<file path="config.mk">
export PLATFORM = sky130hd
export DESIGN_NAME = imem_boot_loader
export DESIGN_NICKNAME = d
export VERILOG_FILES = /design/src/rtl/imem_boot_loader_pkg.sv /design/src/rtl/imem_boot_loader_byte_packer.sv /design/src/rtl/imem_boot_loader.sv
export SDC_FILE = /design/constraint.sdc
export NUM_CORES = 1
export LEC_CHECK = 0
export CAP_MARGIN = 20
export CORE_AREA = 5 5 73 75
export CTS_CLUSTER_DIAMETER = 40
export DETAILED_ROUTE_END_ITERATION = 16
export DIE_AREA = 0 0 78 80
export PLACE_DENSITY = 0.93
export SLEW_MARGIN = 30
export SYNTH_ARGS = -nofsm -noshare
export SYNTH_HDL_FRONTEND = slang
export SYNTH_SLANG_ARGS = --single-unit
</file>
<file path="constraint.sdc">
create_clock -name Clock -period 2.18 [get_ports Clock]
set_input_delay 0.218 -clock Clock [delete_from_list [all_inputs] [get_ports Clock]]
set_output_delay 0.218 -clock Clock [all_outputs]
set_load 0.02 [all_outputs]
</file>
<file path="src/rtl/imem_boot_loader_pkg.sv">
// Shared definitions for the instruction-memory boot loader and the core's
// end-of-program detection.
package imem_boot_loader_pkg;

    typedef enum logic [2:0] {
        ST_IDLE  = 3'd0,
        ST_RECV  = 3'd1,
        ST_WRITE = 3'd2,
        ST_DONE  = 3'd3,
        ST_ERR   = 3'd4
    } state_e;

    localparam logic [31:0] DEFAULT_EOF_WORD = 32'hFFFF_FFFF;

endpackage

</file>
<file path="src/rtl/imem_boot_loader_byte_packer.sv">
// Big-endian 8-to-32 packer: each accepted byte shifts in at the LSB end, so
// the first byte of a word lands in bits [31:24].
module imem_boot_loader_byte_packer (
    input  logic        clk,
    input  logic        rst_n,
    input  logic        clear_i,
    input  logic        shift_en_i,
    input  logic [7:0]  byte_i,
    output logic [31:0] word_o,
    output logic        word_full_o
);

    logic [31:0] word_q, word_d;
    logic [1:0]  cnt_q, cnt_d;

    // NOTE: every variable written here gets a default first, so no path
    // leaves it unassigned and no latch is inferred.
    always_comb begin
        word_d = word_q;
        cnt_d  = cnt_q;
        if (clear_i) begin
            word_d = '0;
            cnt_d  = '0;
        end else if (shift_en_i) begin
            word_d = {word_q[23:0], byte_i};
            cnt_d  = cnt_q + 2'd1;
        end
    end

    // NOTE: state registers use non-blocking assignments so every flop
    // samples the pre-edge values regardless of process ordering.
    always_ff @(posedge clk or negedge rst_n) begin
        if (!rst_n) begin
            word_q <= '0;
            cnt_q  <= '0;
        end else begin
            word_q <= word_d;
            cnt_q  <= cnt_d;
        end
    end

    // Flags the shift that completes a word; the counter wraps to 0 on it.
    assign word_full_o = shift_en_i && (cnt_q == 2'd3);
    assign word_o      = word_q;

endmodule

</file>
<file path="src/rtl/imem_boot_loader.sv">
// Boot loader: packs a byte stream into words, writes them to instruction
// memory from address 0 and releases the core once the sentinel is stored.
module imem_boot_loader
    import imem_boot_loader_pkg::*;
#(
    parameter int          ADDR_W   = 8,
    parameter logic [31:0] EOF_WORD = DEFAULT_EOF_WORD
) (
    input  logic              Clock,
    input  logic              Reset_n,
    input  logic              Start,
    input  logic [7:0]        Byte_In,
    input  logic              Byte_Valid,
    output logic              Byte_Ready,
    output logic              Imem_Write,
    output logic [ADDR_W-1:0] Imem_Addr,
    output logic [31:0]       Imem_Data,
    output logic [ADDR_W:0]   Word_Count,
    output logic              Busy,
    output logic              Core_Run,
    output logic              Error
);

    state_e            state_q, state_d;
    logic [ADDR_W:0]   word_count_q, word_count_d;
    logic              packer_clear;
    logic              shift_en;
    logic              word_full;
    logic [31:0]       word;
    logic              last_addr;

    imem_boot_loader_byte_packer u_packer (
        .clk         (Clock),
        .rst_n       (Reset_n),
        .clear_i     (packer_clear),
        .shift_en_i  (shift_en),
        .byte_i      (Byte_In),
        .word_o      (word),
        .word_full_o (word_full)
    );

    assign last_addr = &word_count_q[ADDR_W-1:0];

    always_comb begin
        state_d      = state_q;
        word_count_d = word_count_q;
        packer_clear = 1'b0;
        shift_en     = 1'b0;
        unique case (state_q)
            ST_IDLE, ST_DONE, ST_ERR: begin
                if (Start) begin
                    state_d      = ST_RECV;
                    packer_clear = 1'b1;
                    word_count_d = '0;
                end
            end
            ST_RECV: begin
                shift_en = Byte_Valid;
                if (word_full) state_d = ST_WRITE;
            end
            ST_WRITE: begin
                word_count_d = word_count_q + (ADDR_W+1)'(1);
                // Sentinel wins over a full memory: it may occupy the last slot.
                if (word == EOF_WORD)  state_d = ST_DONE;
                else if (last_addr)    state_d = ST_ERR;
                else                   state_d = ST_RECV;
            end
            default: state_d = ST_IDLE;
        endcase
    end

    always_ff @(posedge Clock or negedge Reset_n) begin
        if (!Reset_n) begin
            state_q      <= ST_IDLE;
            word_count_q <= '0;
        end else begin
            state_q      <= state_d;
            word_count_q <= word_count_d;
        end
    end

    assign Byte_Ready = (state_q == ST_RECV);
    assign Imem_Write = (state_q == ST_WRITE);
    assign Imem_Addr  = word_count_q[ADDR_W-1:0];
    assign Imem_Data  = word;
    assign Word_Count = word_count_q;
    assign Busy       = (state_q == ST_RECV) || (state_q == ST_WRITE);
    assign Core_Run   = (state_q == ST_DONE);
    assign Error      = (state_q == ST_ERR);

endmodule
</file>
==> results by group, run 1 <==
Status
  • Run status: finished with violations
  • Failing checks: negative hold slack

CTS
  • Post-CTS sizing: 3
  • Reg clk slew, reported paths: 0.07 ns
  • Htree depth: 2
  • CTS sink cnt: 46
  • Clock buffer depth: 2
  • TritonCTS clock tree: built
  • Setup Buffers After CTS: 0
  • Total CTS buffers: 5
  • Hold buffer count at cts: 0
  • Clk_lat worst skew: 0.30 ns
  • Root Driver: clkbuf_8

Synthesis
  • Cell variety after synth: 35
  • Mapped Area: 2200 um2
  • Top cell type by total area after synthesis: dfrtp_1
  • Post-Syn Instances: 249
  • Synth warnings: 0
  • Syn Area/Cell: 8.83 um2
  • Sequential fraction of the synthesis area: 52.4%
  • Top cells by area, synth: dfrtp_1 (52%), nand2_1 (13%), a21oi_1 (8.0%), buf_4 (4.4%), nand4_1 (2.8%)
  • Yosys reg bits: 46
  • Post-synth top area share: 52.4%
  • Syn Nets: 263

Timing
  • Setup Viol. Count Final: 0
  • Setup TNS Final: 0 ns
  • Worst-Margin Slew: 0.574 ns
  • Fin crit share: 92.2%
  • Hold slack: -0.00391 ns
  • Final slew viol count: 0
  • Clock Skews: 0.00514 ns
  • Post-route minimum period: 2.01 ns
  • Final hold vios: 8
  • Rel. slew slack: 61.8%
  • Fmax: 497 MHz
  • RSZ-0062 raised after global routing: false

Die
  • Die area: 6240 um2
  • Die X: 78 um
  • I/O pin count: 66
  • Initial Utilization: 47.8%
  • Number of core rows: 25
  • Die height: 80 um
  • Core area: 4600 um2

Setup path
  • Worst R2R Start: state_q[0]
  • CP Capture Type: output pin
  • WP data arrival: 1.79 ns
  • Kind of critical path: reg2out
  • Crit path capture: Error
  • Capturing point of the worst reg2reg path: state_q[2]
  • Setup crit start: state_q[0]
  • Critical path required time: 1.96 ns
  • Cells on worst reg2reg path: 5
  • Max Fanout on Critical Path: 8
  • Worst R2R Setup Slack: 0.30 ns
  • Critical Path Start Type: flop

Power and ir drop
  • PwrDens: 1280 nW/um2
  • Switch share: 41.9%
  • Sequential power share: 39.9%
  • Lkg Pwr: 1.23 nW
  • Psw: 0.00156 W
  • Internal power: 0.00216 W
  • Combinational fraction of design power: 46.1%
  • Clock share of power: 14.0%
  • Maximum VDD drop: 0.000618 V

Detailed routing
  • Vias: 1,962
  • Drt drc: 0
  • Drt via density: 5.47
  • Initial drt markers: 216
  • DRT antenna net count: 0
  • Detailed-route wire length per cell: 15.3 um
  • Post-Route WL: 5.48 mm
  • First-pass iteration count of the detailed router: 4

Placement
  • # placed instances: 351
  • IO buf count: 65
  • Gpl congestion: 0.845
  • Post-DP HPWL: 3.89 mm

Cells and area
  • Layout cell share with drive strength beyond 1: 6.23%
  • Area delta synth->final: 32.1%
  • Filler cell count: 381
  • Footprint of the multi-input gates: 890 um2
  • Reg area: 1150 um2
  • Layout Cells excl Fill: 359
  • Diode count: 0
  • Fin nets: 318

Global route
  • Gr usage total: 18.4%
  • Initial antenna violation count: 0
  • Vias in the first global route: 1,906
  • Largest net degree at the start of global routing: 47
  • First-pass GRT wire length: 9.25 mm
  • Overflow after GRT: 0

Hold path
  • Worst Hold Class: in2async

Run
  • Max-Cap Viols: 0
==> through the flow <==
stage,hold WS [ns],power [W],util [%],worst slack [ns],instance area (um2)
2_1_floorplan,-0.0776,0.00241,-,0.569,2200
4_1_cts,0.00919,0.00375,63.2,0.183,2900
5_1_grt,0.0361,0.00398,63.2,0.0967,2900
3_3_place_gp,0.323,0.00316,61.2,0.289,2810
6_report,-0.00391,0.00372,63.2,0.169,2900
3_5_place_dp,0.332,0.00323,61.2,0.234,2810
==> state kept, by name, summed over array words and instances (netlist names) <==
signal,flops
state_q,3
u_packer.word_o,32
u_packer.cnt_q,2
Word_Count,9
==> synthesized netlist by cell type (all sizes together) <==
library cell  instances
or3                   1
clkbuf                5
o21ai                 8
xnor2                 1
or3b                  1
and3                  1
or2b                  2
nand2b                1
a41o                  1
and3b                 1
ha                    2
dfrtp                46
a311oi                1
o21a                  2
nand3b                2
nor3b                 1
buf                  17
nor4                  2
a21o                  3
nand3                 5
nor2                 10
a21oi                35
a31oi                 4
nand4                10
and2                  2
inv                   6
mux2i                 2
nand2                76
a41oi                 1
==> worst max-delay path: stages, from the launching register on <==
cell	delay, ns
dfrtp_1	0.46
nor2_1	0.23
nand2_1	0.12
inv_1	0.08
clkdlybuf4s50_1	0.61
==> metal layers <==
| metal | part of all wire, % | global-route usage (%) | up-vias |
|---|---|---|---|
| met3 | 5.8 | 3.72 | 6 |
| met5 | 0 | 0 | - |
| met1 | 42 | 23.4 | 947 |
| met2 | 51 | 31.5 | 66 |
| met4 | 1.4 | 5.74 | 0 |
| li1 | - | - | 943 |
==> cell usage in the layout (no fill, tap or decap), drive strengths merged <==
master and n:
nor4 2, and3b 1, o21ai 8, and2 2, nand2 76, inv 6
o21a 2, clkinv 1, xnor2 1, a31oi 4, nor2 10, a21oi 35
clkbuf 7, nand3 5, ha 2, a311oi 1, nor3b 1, dlygate4sd2 2
mux2i 2, dfrtp 46, nand4 10, buf 6, clkdlybuf4s50 62, or3 1
nand2b 1, and3 1, or3b 1, or2b 2, nand3b 2, a41o 1
a21o 3, a41oi 1
==> cell families after synthesis <==
logic type / count (synthesis) / synth area share, %
adder cells (fa/ha/maj): 2 / 1.14
AND/OR/NAND/NOR: 115 / 24.0
flip-flops: 46 / 52.4
buffers and inverters: 28 / 7.17
AO/OA/AOI/OAI: 55 / 14.1
XOR/XNOR: 1 / 0.398
multiplexers: 2 / 0.911
==> area by class of cell <==
| class | count | share of cell area (%) |
|---|---|---|
| flip-flops and latches | 46 | 39.7 |
| multi-input cells | 175 | 30.6 |
| repair buffers | 70 | 23.4 |
| clock buffers | 7 | 2.97 |
| well taps | 54 | 2.33 |
| inverters | 6 | 0.776 |
| clock inverters | 1 | 0.172 |
==> power by group through the flow <==
stage / Clock (W) / Combinational (W) / Sequential (W)
global placement: 0 / 0.00168 / 0.00148
global route: 0.000574 / 0.00186 / 0.00155
detailed placement: 0 / 0.00173 / 0.00150
floorplan: 0 / 0.000680 / 0.00173
CTS: 0.000535 / 0.00173 / 0.00149
finish: 0.000522 / 0.00172 / 0.00149
==> how the worst min path moves through the flow <==
| stage | slack [ns] | endpoint |
|---|---|---|
| CTS | 0.009 | u_packer.word_o[5] |
| floorplan | -0.08 | Word_Count[0] |
| finish | -0.004 | Word_Count[0] |
| global route | 0.04 | Word_Count[0] |
| detailed placement | 0.33 | Word_Count[0] |
| global placement | 0.32 | Word_Count[2] |
(Power assumes the default switching activity.)
==> run 2: changes to the inputs <==
- SLEW_MARGIN: 30 -> default
==> results of run 2 <==
Final layout, timing and power as in run 1 (identical DEF).
==> run 3: changes to the inputs <==
- CORE_AREA: 5 5 73 75 -> 5 5 77 79
- DIE_AREA: 0 0 78 80 -> 0 0 82 84
- PLACE_DENSITY: 0.93 -> 0.85
- SYNTH_HIERARCHICAL: default -> 1
==> results by group, run 3 <==
Setup path
  • Top delay family on crit path: buffers and inverters
  • Cells on worst reg2reg path: 5
  • Kind of critical path: reg2out
  • Max Fanout on Critical Path: 8
  • WP depth: 4
  • Critical path required time: 1.96 ns
  • Highest-delay cell along the critical path: clkdlybuf4s50_1
  • Crit-path cells: nor2_1, nand2_1, inv_1, clkdlybuf4s50_1
  • Slowest stage delay, CP: 0.60 ns
  • WP data arrival: 1.83 ns
  • Crit path buffers/inverters: 2
  • Critical Path Start Type: flop
  • CP Capture Type: output pin

Synthesis
  • Mux cell area share after synthesis: 15.1%
  • Top cell type by total area after synthesis: dfrtp_1
  • Most frequent cell after synthesis: dfrtp_1
  • Synth warnings: 6
  • Post-Syn Instances: 201
  • Commonest cells in the netlist: dfrtp_1 (46), nor2_1 (35), mux2i_1 (33)
  • Post-synth top area share: 52.7%
  • Cell variety after synth: 35
  • Top cells by area, synth: dfrtp_1 (53%), mux2i_1 (15%), nor2_1 (6.0%), nand4_1 (2.9%), buf_12 (2.7%)
  • Top FF cell, synth: dfrtp_1
  • Simple-Gate Fraction of Synth Area: 16.8%
  • XOR/XNOR Fraction of Synth Area: 0.801%
  • Ys async rst share: 100%
  • Syn Nets: 215
  • Mapped Area: 2190 um2
  • Yosys reg bits: 46
  • Syn Area/Cell: 10.9 um2
  • Largest family of logic cells by synthesized area: simple AND/OR/NAND/NOR gates
  • Sequential fraction of the synthesis area: 52.7%
  • Post-Synth Adder-Cell Area: 1.14%
  • Compound-cell area share of the yosys netlist: 5.84%
  • EDFF count, synth: 0

Cells and area
  • Max FFs per register: 32
  • Core Util, Final: 55.7%
  • Reg area: 1150 um2
  • Cell area after layout: 2940 um2
  • Area delta synth->final: 34.4%
  • Filler cell count: 460
  • Most common cell after layout, fill and taps aside: clkdlybuf4s50_1
  • Diode count: 0
  • Layout cell share with drive strength beyond 1: 6.51%
  • Footprint of the multi-input gates: 870 um2
  • Fin nets: 274
  • Commonest non-fill, non-tap cells in the layout: clkdlybuf4s50_1 (62), dfrtp_1 (46), nor2_1 (35)

Detailed routing
  • First-pass iteration count of the detailed router: 4
  • Drt drc: 0
  • Post-Route WL: 5.17 mm
  • Drt via density: 5.05
  • DRT antenna net count: 0
  • Detailed-route wire length per cell: 15.5 um
  • Vias: 1,682
  • Initial drt markers: 163

Timing
  • Setup TNS Final: 0 ns
  • Fin crit share: 93.8%
  • Setup Viol. Count Final: 0
  • Final hold vios: 17
  • RSZ-0062 raised after global routing: false
  • Post-route minimum period: 2.05 ns
  • Final slew viol count: 0
  • Fmax: 489 MHz
  • Rel. slew slack: 59.4%
  • Hold slack: -0.0140 ns
  • Worst-Margin Slew: 0.603 ns
  • Clock Skews: 0.0129 ns

Global route
  • Met3 GRT Util: 3.13%
  • Most Crowded Layer GR: met2
  • Met1 usage: 21.2%
  • First-pass GRT wire length: 8.58 mm
  • Gr usage total: 15.9%
  • Largest net degree at the start of global routing: 47
  • Initial antenna violation count: 0
  • Overflow after GRT: 0
  • Vias in the first global route: 1,670
  • Met2 GRT Util: 25.2%

Power and ir drop
  • Combinational fraction of design power: 50.4%
  • Clock share of power: 14.4%
  • PwrDens: 1510 nW/um2
  • Maximum VDD drop: 0.000776 V
  • Psw: 0.00185 W
  • Internal power: 0.00257 W
  • Switch share: 41.8%
  • Lkg Pwr: 1.32 nW
  • Sequential power share: 35.2%

Status
  • Failing checks: negative hold slack
  • Run status: finished with violations

CTS
  • Root Driver: clkbuf_8
  • CTS sink cnt: 46
  • Reg clk slew, reported paths: 0.09 ns
  • Clk_lat worst skew: 0.30 ns
  • TritonCTS clock tree: built
  • Htree depth: 2
  • Setup Buffers After CTS: 0
  • Hold buffer count at cts: 0
  • Total CTS buffers: 5
  • Clock buffer depth: 2

Placement
  • IO buf count: 65
  • Post-DP Area: 2820 um2
  • Post-DP HPWL: 3.69 mm
  • Gpl congestion: 0.807

Hold path
  • Worst Hold Class: in2async

Die
  • Die area: 6890 um2
  • Initial Utilization: 41.5%
  • I/O pin count: 66
  • Die X: 82 um
  • Number of core rows: 27
  • Die height: 84 um
  • Core area: 5270 um2

Run
  • Max-Cap Viols: 0
-- run 3: cell types whose count changed after synthesis, moves of 4 or more --
| cell | delta |
|---|---|
| nor2_1 | +26 |
| mux2i_1 | +31 |
| nand3_1 | +4 |
| a21oi_1 | -32 |
| nand2_1 | -67 |
| buf_4 | -5 |
-- run 3: worst paths after layout --
path / startpoint / end / slack [ns]
setup / recovery: state_q[1] / Error / 0.13
hold / removal: Reset_n / u_packer/word_o[0] / -0.01
setup reg to reg: state_q[1] / state_q[2] / 0.41
hold reg to reg: Word_Count[8] / Word_Count[8] / 0.54
max in group asynchronous: Reset_n / Word_Count[3] / 1.80
min in group Clock: Byte_In[2] / u_packer/word_o[2] / 0.53
-- run 3: through the flow --
stage / power [W] / setup WS [ns] / instances
after floorplan: 0.00291 / 0.172 / 201
after global placement: 0.00374 / 0.389 / 325
after detailed placement: 0.00382 / 0.334 / 325
after CTS: 0.00446 / 0.0195 / 333
after global routing: 0.00470 / 0.00979 / 333
final: 0.00442 / 0.135 / 333
-- run 3: power by group through the flow --
| stage | combinational (W) | clock (W) | sequential (W) |
|---|---|---|---|
| 3_5_place_dp | 0.00225 | 0 | 0.00157 |
| 2_1_floorplan | 0.00109 | 0 | 0.00182 |
| 5_1_grt | 0.00238 | 0.000693 | 0.00162 |
| 4_1_cts | 0.00226 | 0.000652 | 0.00156 |
| 3_3_place_gp | 0.00219 | 0 | 0.00155 |
| 6_report | 0.00223 | 0.000636 | 0.00156 |
-- run 3: area by class of cell --
class	count	share of cell area, %
clock inverters	3	1.49
clock buffers	5	2.34
inverters	3	0.426
repair buffers	69	23.9
multi-input cells	135	29.6
well taps	72	3.07
flip-flops and latches	46	39.2
-- run 3: cells by family (layout without fill, tap and decap cells) --
group,Yosys count,count (layout)
adder cells (fa/ha/maj),2,2
flip-flops,46,46
AO/OA/AOI/OAI,21,21
buffers and inverters,20,80
multiplexers,33,33
XOR/XNOR,2,2
AND/OR/NAND/NOR,77,77
-- run 3: routing by layer --
| layer | wire length (um) | up-vias | part of all wire (%) |
|---|---|---|---|
| li1 | - | 816 | - |
| met1 | 2270 | 826 | 44 |
| met3 | 205 | 4 | 4.0 |
| met2 | 2610 | 36 | 51 |
| met4 | 76 | 0 | 1.5 |
| met5 | 0 | - | 0 |
-- run 3: worst reg2reg max path: cells and delay by family, from the launching register on --
family | cells | cell delay, ns
compound gates | 2 | 0.23
flops | 1 | 0.44
buf+inv | 1 | 0.20
simple gates | 2 | 0.84
-- run 3: repair_timing --
item / CTS / global route
cloned: 0 / 0
setup endpoints to repair: 1 / 1
gates resized for setup: 1 / 1
